`config.mk`:
```
export PLATFORM = sky130hd
export DESIGN_NAME = time_alarm_set_display_flat
export DESIGN_NICKNAME = d
export VERILOG_FILES = /design/src/rtl/time_alarm_set_display_if.sv /design/src/rtl/time_alarm_set_display.sv /design/src/flat_wrapper.sv
export SDC_FILE = /design/constraint.sdc
export NUM_CORES = 1
export LEC_CHECK = 0
export BUFFER_PORTS_ARGS = -buffer_cell sky130_fd_sc_hd__buf_2
export CELL_PAD_IN_SITES_DETAIL_PLACEMENT = 2
export CELL_PAD_IN_SITES_GLOBAL_PLACEMENT = 2
export CORE_MARGIN = 5
export CORE_UTILIZATION = 38
export DETAILED_ROUTE_END_ITERATION = 8
export GPL_ROUTABILITY_DRIVEN = 0
export HOLD_SLACK_MARGIN = 0.06
export PLACE_DENSITY_LB_ADDON = 0.1
export REMOVE_ABC_BUFFERS = 1
export SYNTH_ARGS = -nofsm -noshare
export SYNTH_HDL_FRONTEND = slang
export SYNTH_SLANG_ARGS = --single-unit
export TNS_END_PERCENT = 5
```
`constraint.sdc`:
```
create_clock -name clk_osc -period 4 [get_ports clk_osc]
set_input_delay 0.2 -clock clk_osc [delete_from_list [all_inputs] [get_ports clk_osc]]
set_output_delay 0.2 -clock clk_osc [all_outputs]
set_load 0.1 [all_outputs]
```
`src/rtl/time_alarm_set_display_if.sv`:
```
// Board-side signal bundle for the time/alarm set-and-display front end.
// master = switch/button/number source, slave = the set/display block.
interface time_alarm_set_display_if;
    logic        spdt1;
    logic        spdt2;
    logic        push_u;
    logic        push_d;
    logic        push_l;
    logic        push_r;
    logic [3:0]  number;
    logic        alarm_on;
    logic [15:0] time_num;
    logic [3:0]  time_sel;
    logic        finish1;
    logic [15:0] alarm_num;
    logic [3:0]  alarm_sel;
    logic [6:0]  seg;

    modport master (
        output spdt1, spdt2, push_u, push_d, push_l, push_r, number, alarm_on,
        input  time_num, time_sel, finish1, alarm_num, alarm_sel, seg
    );

    modport slave (
        input  spdt1, spdt2, push_u, push_d, push_l, push_r, number, alarm_on,
        output time_num, time_sel, finish1, alarm_num, alarm_sel, seg
    );
endinterface

```
`src/rtl/time_alarm_set_display.sv`:
```
// Digit-by-digit MM:SS editors for current time and alarm time, plus the
// hex-to-7-segment decoder with alarm blink.
module time_alarm_set_display #(
    parameter int unsigned BLINK_BIT = 10
) (
    input  logic                      clk_osc,
    input  logic                      RESET,
    time_alarm_set_display_if.slave   bus
);

    typedef enum logic [2:0] {
        ACT_NONE,
        ACT_UP,
        ACT_DOWN,
        ACT_LEFT,
        ACT_RIGHT
    } action_t;

    // bit order: {spdt1, spdt2, push_u, push_d, push_l, push_r}
    logic [5:0]  raw_in;
    logic [5:0]  sync1;
    logic [5:0]  sync2;
    logic [5:0]  hist;
    logic [5:0]  rise;
    logic [5:0]  fall;
    action_t     act;

    logic [15:0] time_num;
    logic [3:0]  time_sel;
    logic        finish1;
    logic [15:0] alarm_num;
    logic [3:0]  alarm_sel;
    logic [12:0] blink_cnt;
    logic [6:0]  decoded;

    assign raw_in = {bus.spdt1, bus.spdt2, bus.push_u, bus.push_d, bus.push_l, bus.push_r};
    assign rise   = sync2 & ~hist;
    assign fall   = ~sync2 & hist;

    always_ff @(posedge clk_osc) begin
        if (RESET) begin
            sync1 <= '0;
            sync2 <= '0;
            hist  <= '0;
        end else begin
            sync1 <= raw_in;
            sync2 <= sync1;
            hist  <= sync2;
        end
    end

    always_comb begin
        act = ACT_NONE;
        if (rise[3])      act = ACT_UP;
        else if (rise[2]) act = ACT_DOWN;
        else if (rise[1]) act = ACT_LEFT;
        else if (rise[0]) act = ACT_RIGHT;
    end

    // Minute/second tens digits run 0-5, ones digits 0-9; no carry between digits.
    function automatic logic [15:0] edit_digits(logic [15:0] num, logic [3:0] sel, action_t a);
        logic [15:0] r;
        logic [3:0]  d;
        logic [3:0]  mx;
        r = num;
        for (int unsigned i = 0; i < 4; i++) begin
            if (sel[i]) begin
                d  = num[i*4 +: 4];
                mx = (i % 2 == 1) ? 4'd5 : 4'd9;
                if (a == ACT_UP)
                    r[i*4 +: 4] = (d >= mx) ? 4'd0 : d + 4'd1;
                else if (a == ACT_DOWN)
                    r[i*4 +: 4] = (d == 4'd0) ? mx : d - 4'd1;
            end
        end
        return r;
    endfunction

    function automatic logic [3:0] next_sel(logic [3:0] sel, action_t a);
        case (a)
            ACT_LEFT:  return {sel[2:0], sel[3]};
            ACT_RIGHT: return {sel[0], sel[3:1]};
            default:   return sel;
        endcase
    endfunction

    // Entry/exit edges take precedence over a button edge in the same cycle.
    always_ff @(posedge clk_osc) begin
        if (RESET) begin
            time_num <= '0;
            time_sel <= '0;
            finish1  <= 1'b0;
        end else begin
            finish1 <= fall[5];
            if (rise[5]) begin
                time_sel <= 4'b0100;
            end else if (fall[5]) begin
                time_sel <= '0;
            end else if (sync2[5]) begin
                time_num <= edit_digits(time_num, time_sel, act);
                time_sel <= next_sel(time_sel, act);
            end
        end
    end

    // The time editor owns the buttons whenever both mode switches are high.
    always_ff @(posedge clk_osc) begin
        if (RESET) begin
            alarm_num <= '0;
            alarm_sel <= '0;
        end else begin
            if (rise[4]) begin
                alarm_sel <= 4'b0100;
            end else if (fall[4]) begin
                alarm_sel <= '0;
            end else if (sync2[4] && !sync2[5]) begin
                alarm_num <= edit_digits(alarm_num, alarm_sel, act);
                alarm_sel <= next_sel(alarm_sel, act);
            end
        end
    end

    always_ff @(posedge clk_osc) begin
        if (RESET) blink_cnt <= '0;
        else       blink_cnt <= blink_cnt + 13'd1;
    end

    always_comb begin
        case (bus.number)
            4'h0:    decoded = 7'b0000001;
            4'h1:    decoded = 7'b1001111;
            4'h2:    decoded = 7'b0010010;
            4'h3:    decoded = 7'b0000110;
            4'h4:    decoded = 7'b1001100;
            4'h5:    decoded = 7'b0100100;
            4'h6:    decoded = 7'b0100000;
            4'h7:    decoded = 7'b0001111;
            4'h8:    decoded = 7'b0000000;
            4'h9:    decoded = 7'b0000100;
            4'hA:    decoded = 7'b0001000;
            4'hB:    decoded = 7'b1100000;
            4'hC:    decoded = 7'b0110001;
            4'hD:    decoded = 7'b1000010;
            4'hE:    decoded = 7'b0110000;
            default: decoded = 7'b0111000;
        endcase
    end

    assign bus.seg       = (bus.alarm_on && blink_cnt[BLINK_BIT]) ? '1 : decoded;
    assign bus.time_num  = time_num;
    assign bus.time_sel  = time_sel;
    assign bus.finish1   = finish1;
    assign bus.alarm_num = alarm_num;
    assign bus.alarm_sel = alarm_sel;

endmodule

```
`src/flat_wrapper.sv`:
```
// flat-port wrapper written by rule: the top's interface ports become plain ports
module time_alarm_set_display_flat 
#(
    parameter int unsigned BLINK_BIT = 10
)
  (clk_osc, RESET, bus_spdt1, bus_spdt2, bus_push_u, bus_push_d, bus_push_l, bus_push_r, bus_number, bus_alarm_on, bus_time_num, bus_time_sel, bus_finish1, bus_alarm_num, bus_alarm_sel, bus_seg);
  time_alarm_set_display_if bus_i ();
  input  logic clk_osc;
  input  logic RESET;
  input wire logic [$bits(bus_i.spdt1)-1:0] bus_spdt1;
  input wire logic [$bits(bus_i.spdt2)-1:0] bus_spdt2;
  input wire logic [$bits(bus_i.push_u)-1:0] bus_push_u;
  input wire logic [$bits(bus_i.push_d)-1:0] bus_push_d;
  input wire logic [$bits(bus_i.push_l)-1:0] bus_push_l;
  input wire logic [$bits(bus_i.push_r)-1:0] bus_push_r;
  input wire logic [$bits(bus_i.number)-1:0] bus_number;
  input wire logic [$bits(bus_i.alarm_on)-1:0] bus_alarm_on;
  output wire logic [$bits(bus_i.time_num)-1:0] bus_time_num;
  output wire logic [$bits(bus_i.time_sel)-1:0] bus_time_sel;
  output wire logic [$bits(bus_i.finish1)-1:0] bus_finish1;
  output wire logic [$bits(bus_i.alarm_num)-1:0] bus_alarm_num;
  output wire logic [$bits(bus_i.alarm_sel)-1:0] bus_alarm_sel;
  output wire logic [$bits(bus_i.seg)-1:0] bus_seg;
  assign bus_i.spdt1 = bus_spdt1;
  assign bus_i.spdt2 = bus_spdt2;
  assign bus_i.push_u = bus_push_u;
  assign bus_i.push_d = bus_push_d;
  assign bus_i.push_l = bus_push_l;
  assign bus_i.push_r = bus_push_r;
  assign bus_i.number = bus_number;
  assign bus_i.alarm_on = bus_alarm_on;
  assign bus_time_num = bus_i.time_num;
  assign bus_time_sel = bus_i.time_sel;
  assign bus_finish1 = bus_i.finish1;
  assign bus_alarm_num = bus_i.alarm_num;
  assign bus_alarm_sel = bus_i.alarm_sel;
  assign bus_seg = bus_i.seg;
  time_alarm_set_display #(.BLINK_BIT(BLINK_BIT)) u_core (.clk_osc(clk_osc), .RESET(RESET), .bus(bus_i));
endmodule
```
Yosys cells after proc, flatten, opt, wreduce, memory -nomap -nowiden
Memory sizes are Yosys's and may differ from the RTL's.
Index checks and enable logic that the tools add are counted.
Storage, ports and cells
  input port bits: 13
  register bits after elaboration: 72
  memories: 1
  word-level logic and storage cells: 131
  memory bits (read-only): 112
  output and inout port bits: 48
Operators by class
  reductions and logical operators: 31
  add/subtract/negate cells: 17
  equal/unequal tests: 4
  magnitude comparators: 8
  bitwise logic cells: 8
  multiplexer cells: 45
Memory list
  (no name shown): words 16, width 7, rd ports 1, clocked after memory_dff 0, write ports 0, line time_alarm_set_display.sv:129  | case (bus.number)
Operator list (count)
  4-bit 2-to-1 mux: 32
  5-bit AND reduction: 8
  4-bit by 1-bit adder with 4-bit output, second input constant: 8
  4-bit logical NOT: 8
  4-bit by 1-bit subtractor with 4-bit output, second input constant: 8
  3-bit 2-to-1 mux: 10
  4-bit by 3-bit greater-or-equal comparator with 1-bit output, second input constant: 4
  4-bit greater-or-equal comparator, second input constant: 4
  4-bit one-hot mux with 2 select lines: 2
  13-bit by 1-bit adder with 13-bit output, second input constant: 1
  6-bit AND: 2
  6-bit inverter: 2
  2-bit AND reduction: 4
  4-bit nonzero test: 2
  7-bit 2-to-1 mux: 1
  3-bit by 2-bit == test with 1-bit output, second input constant: 2
  3-bit nonzero test: 2
  3-bit OR reduction: 2
  1-bit inverter: 4
  2-bit nonzero test: 2
  3-bit by 1-bit == test with 1-bit output, second input constant: 1
  3-bit == test, second input constant: 1
  1-bit logical AND: 2
  1-bit logical NOT: 1

Logic depth before layout (Yosys ltp)
  word-level depth: 11
  depth in mapped cells: 7

Least setup slack after synthesis
Ideal clock, no wire load.
  path type: input to output
  from: input bus_number[3]
  to: output bus_seg[0]
  stages on the path: 3
  arrival time: 2747 ps
  slack: 1053 ps
  data required time: 3800 ps
  buffers on the path: 1
  cells stage by stage: clkbuf_1 -> mux2i_1 -> o21ai_0
On the way
  word-level cells in the longest chain between the ends: 2
RTL lines
  start, declared: line flat_wrapper.sv:16  | input wire logic [$bits(bus_i.number)-1:0] bus_number;
  memory 16 x 7 bit
  7-bit 2-to-1 mux: line time_alarm_set_display.sv:149  | assign bus.seg = (bus.alarm_on && blink_cnt[BLINK_BIT]) ? '1 : decoded;
  end, declared: line flat_wrapper.sv:23  | output wire logic [$bits(bus_i.seg)-1:0] bus_seg;
Every way passes these cells.

Worst setup path in the final report
  from: register u_core.hist[3]
  to: register u_core.alarm_num[7], in the netlist u_core.bus.alarm_num[7]
On the way
  word-level cells in the longest chain between the ends: 6
  elaborated cells between the ends (all ways): 8
  those cells by class: 2 x eq/ne; 2 x mux; 2 x bitwise; 2 x reduce/logical
RTL lines
  start, declared: line time_alarm_set_display.sv:23  | logic [5:0] hist;
  start signal, assigned: line time_alarm_set_display.sv:48  | hist <= sync2;
  6-bit inverter *: line time_alarm_set_display.sv:37  | assign rise = sync2 & ~hist;
  6-bit AND *: line time_alarm_set_display.sv:37
  3-bit 2-to-1 mux *: line time_alarm_set_display.sv:54  | if (rise[3]) act = ACT_UP;
  3-bit by 2-bit == test with 1-bit output or 3-bit by 1-bit == test with 1-bit output (tied branches): line time_alarm_set_display.sv:72, time_alarm_set_display.sv:70
  2-bit nonzero test (no line)
  5-bit AND reduction (no line)
  end signal, assigned: line time_alarm_set_display.sv:117  | alarm_num <= edit_digits(alarm_num, alarm_sel, act);
  end, declared: line time_alarm_set_display.sv:31  | logic [15:0] alarm_num;
Every way passes the cells marked *; elsewhere a longest branch is shown, timed or not.
A chain may end at the register's enable or synchronous reset.

==> reports/metrics.sh <==
OUTCOME='finished clean'
DRT_ITER0_DRC=186
DETAIL-ROUTE-ANTENNA-NETS=0
POSTSYNTHCELLCOUNT=536
POSTROUTEWIRELENGTH_UM=13500
TIMING.RR.START='u_core.hist[3]'
CLOCK_LATENCY_NS=0.34
DETAIL_ROUTE.WL_PER_CELL_UM=17.9
ASYNC_RESET_FF_SHARE_PCT=0
POST_SYNTH_INSTANCE_AREA_UM2=4690
MAX-CAP-VIOLATIONS=0
DETAILED_PLACE.AREA_UM2=5030
DIEAREA_UM2=14700
POWER_LEAKAGE_uW=0.00210
SETUP-VIOLATIONS-FINAL=0
FIRSTDRTPASSITERS=4
CP_TOP_FAMILY='compound AO/OA/AOI/OAI gates'
MIN-DELAY-START='bus_spdt2'
CTS_TREE='yes'
GLOBAL_ROUTE_WIRE_LENGTH_BEFORE_REPAIR_UM=23400
WORST_PATH_LARGEST_CELL_DELAY_NS=0.59
CRITICAL_PATH_REQUIRED_NS=4.22
SYNTHESIS.YOSYS.WARNINGS=0
GRT_SETUP_UNREPAIRED='no'
SHARE_OF_LAYOUT_CELLS_ABOVE_DRIVE_STRENGTH_1_PCT=18.4
LAYOUT.NETS=634
FINAL.PERIOD_UTILIZATION_PCT=56.9
SYNTH_SEQUENTIAL_AREA_RATIO_PCT=29.9
COMMONEST_CELLS_AFTER_ROUTING_FILL_AND_TAPS_ASIDE='dfxtp_1 (70), buf_2 (60), nor2_1 (44), ha_1 (40), nand2_1 (38)'
DR_TOTAL_VIAS=4168
TIMING.CRITICAL_PATH.DEPTH=5
GRT_OVERFLOW_TOTAL=0
POST_CTS.REPAIR.SETUP_BUFFERS=0
FINAL_PERIOD_MINUS_WORST_SETUP_SLACK_NS=2.28
YOSYS_CELL_TYPES=69
COREAREA_UM2=12100
TIMING.FINAL.HOLD_VIOLATIONS=0
TIMING.SETUP.TNS_NS=0
CTS-BUFFERS-INSERTED=9
WORST_SETUP_PATH_START_KIND='flip-flop'
N_FILL_CELL=1369
CLOCK_PATH_BUFFERS=2
HOLDCRITPATHCLASS='in2reg'
CRIT_BUF_INV=1
SYNTH-EDFF-COUNT=0
FINALINSTANCEAREA_UM2=5340
ANTENNA-DIODE-COUNT=0
RR_WORST_DEPTH=5
AREAGROWTHSYNTHTOFINISH_PCT=13.8
POWER.DENSITY_nW_PER_UM2=323
GROUTE.USAGE.OVERALL_PCT=19.4
MAX_CLOCK_FREQ_MHz=439
WORST_CLOCK_SKEW_NS=0.00782
CLK_TRANSITION_REPORTED_PATHS_NS=0.06
CTS_ROOT_BUF='clkbuf_16'
TIMING_MAX_TRANSITION_VIOLATIONS_FINAL=0
HOLD_DEPTH=2
WORSTSETUPPATHTYPE='reg2reg'
HOLD_END='u_core.sync1[4]'
CRITICAL_PATH.CELL_CHAIN='nand2b_2 -> buf_4 -> a211oi_4 -> o21ai_1 -> a32o_1'
CRIT_PATH_END_KIND='flip-flop'
CTS-HTREE-LEVELS=3
DOMINANTREGCELLSYNTH='dfxtp_1'
ROWS=40
POST_SYNTHESIS_REGISTER_BIT_COUNT=70
R2R_SETUP_SLACK_NS=1.72
POSTCTSRESIZEDCELLS=0
IR_DROP_V=0.000202
ARRIVAL_NS=2.50
PORT-BUFFER-COUNT=60
GRT_START_MAX_NET_PINS=37
TIMING.SLEW.HEADROOM_PCT=41.7
INITIAL_UTILIZATION_PCT=38.9
CPMAXSTAGEDELAYCELL='nand2b_2'
PATH_MAX_FANOUT=33
HOLD_WS_NS=0.0813
DRC=0
FLOORPLAN.IO_PINS=61
VIAS_PER_CELL=5.53
DP.FINAL_HPWL_UM=9480
ANTENNA_FOUND_INITIAL=0
CLOCK_SINK_COUNT=70
FIRST_GLOBAL_VIAS=4634
DIE-WIDTH_UM=121
POSTSYNTHAREAPERCELL_UM2=8.74
WORST_SLEW_PIN_SLEW_NS=0.872
POSTCTSHOLDBUFS=0
REG2REG_TO='u_core.bus.alarm_num[7]'
DIE_H_UM=121
FINAL_COMMON_CELL='dfxtp_1'
## state kept, by name, indices dropped and copies added, names as in the netlist
name and count:
u_core.bus.alarm_sel 4, u_core.hist 6, u_core.bus.time_sel 4, u_core.sync2 6
u_core.sync1 6, u_core.bus.time_num 16, u_core.blink_cnt 11, u_core.bus.finish1 1
u_core.bus.alarm_num 16
## metrics by stage
stage	utilization [%]	std cells	total power, µW	setup slack, ns
final	44.2	754	1730	1.72
after CTS	44.2	754	1750	1.69
after floorplan	-	507	871	1.13
after global placement	41.7	738	923	1.82
after detailed placement	41.7	738	930	1.75
after global routing	44.2	754	1790	1.57
## report_power, final
part	leakage, µW	switching [µW]	internal, µW	total [µW]
Sequential	0.000568	11.1	710	721
Clock	0.000152	298	513	811
Combinational	0.00138	146	47.8	193
## synth_stat cells, types with 3 or more instances
cell type,instances,area (µm²)
mux2i_1,13,130
nor3b_1,8,60.1
a211oi_1,26,195
inv_1,35,131
buf_4,5,37.5
buf_2,7,35.0
a21oi_1,27,135
mux2_2,3,33.8
nor2b_1,20,125
buf_1,5,18.8
buf_6,7,78.8
o31a_1,6,52.6
nand3_1,10,50.1
clkbuf_1,5,18.8
a21boi_0,3,22.5
a32oi_1,4,35.0
dfxtp_1,70,1400
nand2_1,38,143
o21ai_0,19,95.1
and3_1,7,43.8
a31oi_1,6,37.5
ha_1,40,500
o32ai_1,5,43.8
nand4_1,4,25.0
and4_1,4,35.0
a211oi_4,5,100
a211oi_2,3,37.5
o211ai_1,3,22.5
nand3b_1,4,30.0
nor3_1,10,50.1
o21ai_1,8,40.0
nor2_1,44,165
or3_1,7,43.8
nand2b_1,15,93.8
xor2_1,7,61.3
o21bai_1,3,22.5
a221oi_1,4,35.0
a311oi_1,6,52.6
a211o_1,5,43.8
## cell families (layout without fill, tap and decap cells)
group	count (synthesis)	count (layout)	synth area share, %
simple gates	185	185	21.8
compound gates	149	149	25.0
flops	70	70	29.9
buf+inv	66	116	6.99
fa+ha+maj	40	40	10.7
mux	17	17	3.98
xor+xnor	9	9	1.68
## area by class of cell
type,count,area (µm²),share of cell area (%)
Multi-Input combinational cell,400,2960,55.5
Timing Repair Buffer,63,323,6.05
Clock buffer,12,256,4.81
Clock inverter,4,45.0,0.844
Tap cell,168,210,3.94
Sequential cell,70,1400,26.3
Inverter,37,139,2.60
## layer usage
layer | GRT usage [%] | vias up | routed length, µm
met5 | 0 | - | 0
met4 | 6.23 | 0 | 193
met3 | 3.31 | 16 | 399
met2 | 33.4 | 52 | 6540
met1 | 24.6 | 2066 | 6380
li1 | - | 2034 | -
## worst max-delay path by stage
| stage | startpoint | endpoint | slack (ns) |
|---|---|---|---|
| floorplan | bus_number[0] | bus_seg[0] | 1.13 |
| global placement | u_core.hist[3] | u_core.bus.alarm_num[7] | 1.82 |
| detailed placement | u_core.sync2[3] | u_core.bus.time_num[15] | 1.75 |
| CTS | u_core.hist[3] | u_core.bus.alarm_num[7] | 1.69 |
| global route | u_core.hist[3] | u_core.bus.alarm_num[7] | 1.57 |
| finish | u_core.hist[3] | u_core.bus.alarm_num[7] | 1.72 |
Power figures use the tool's default switching activity.
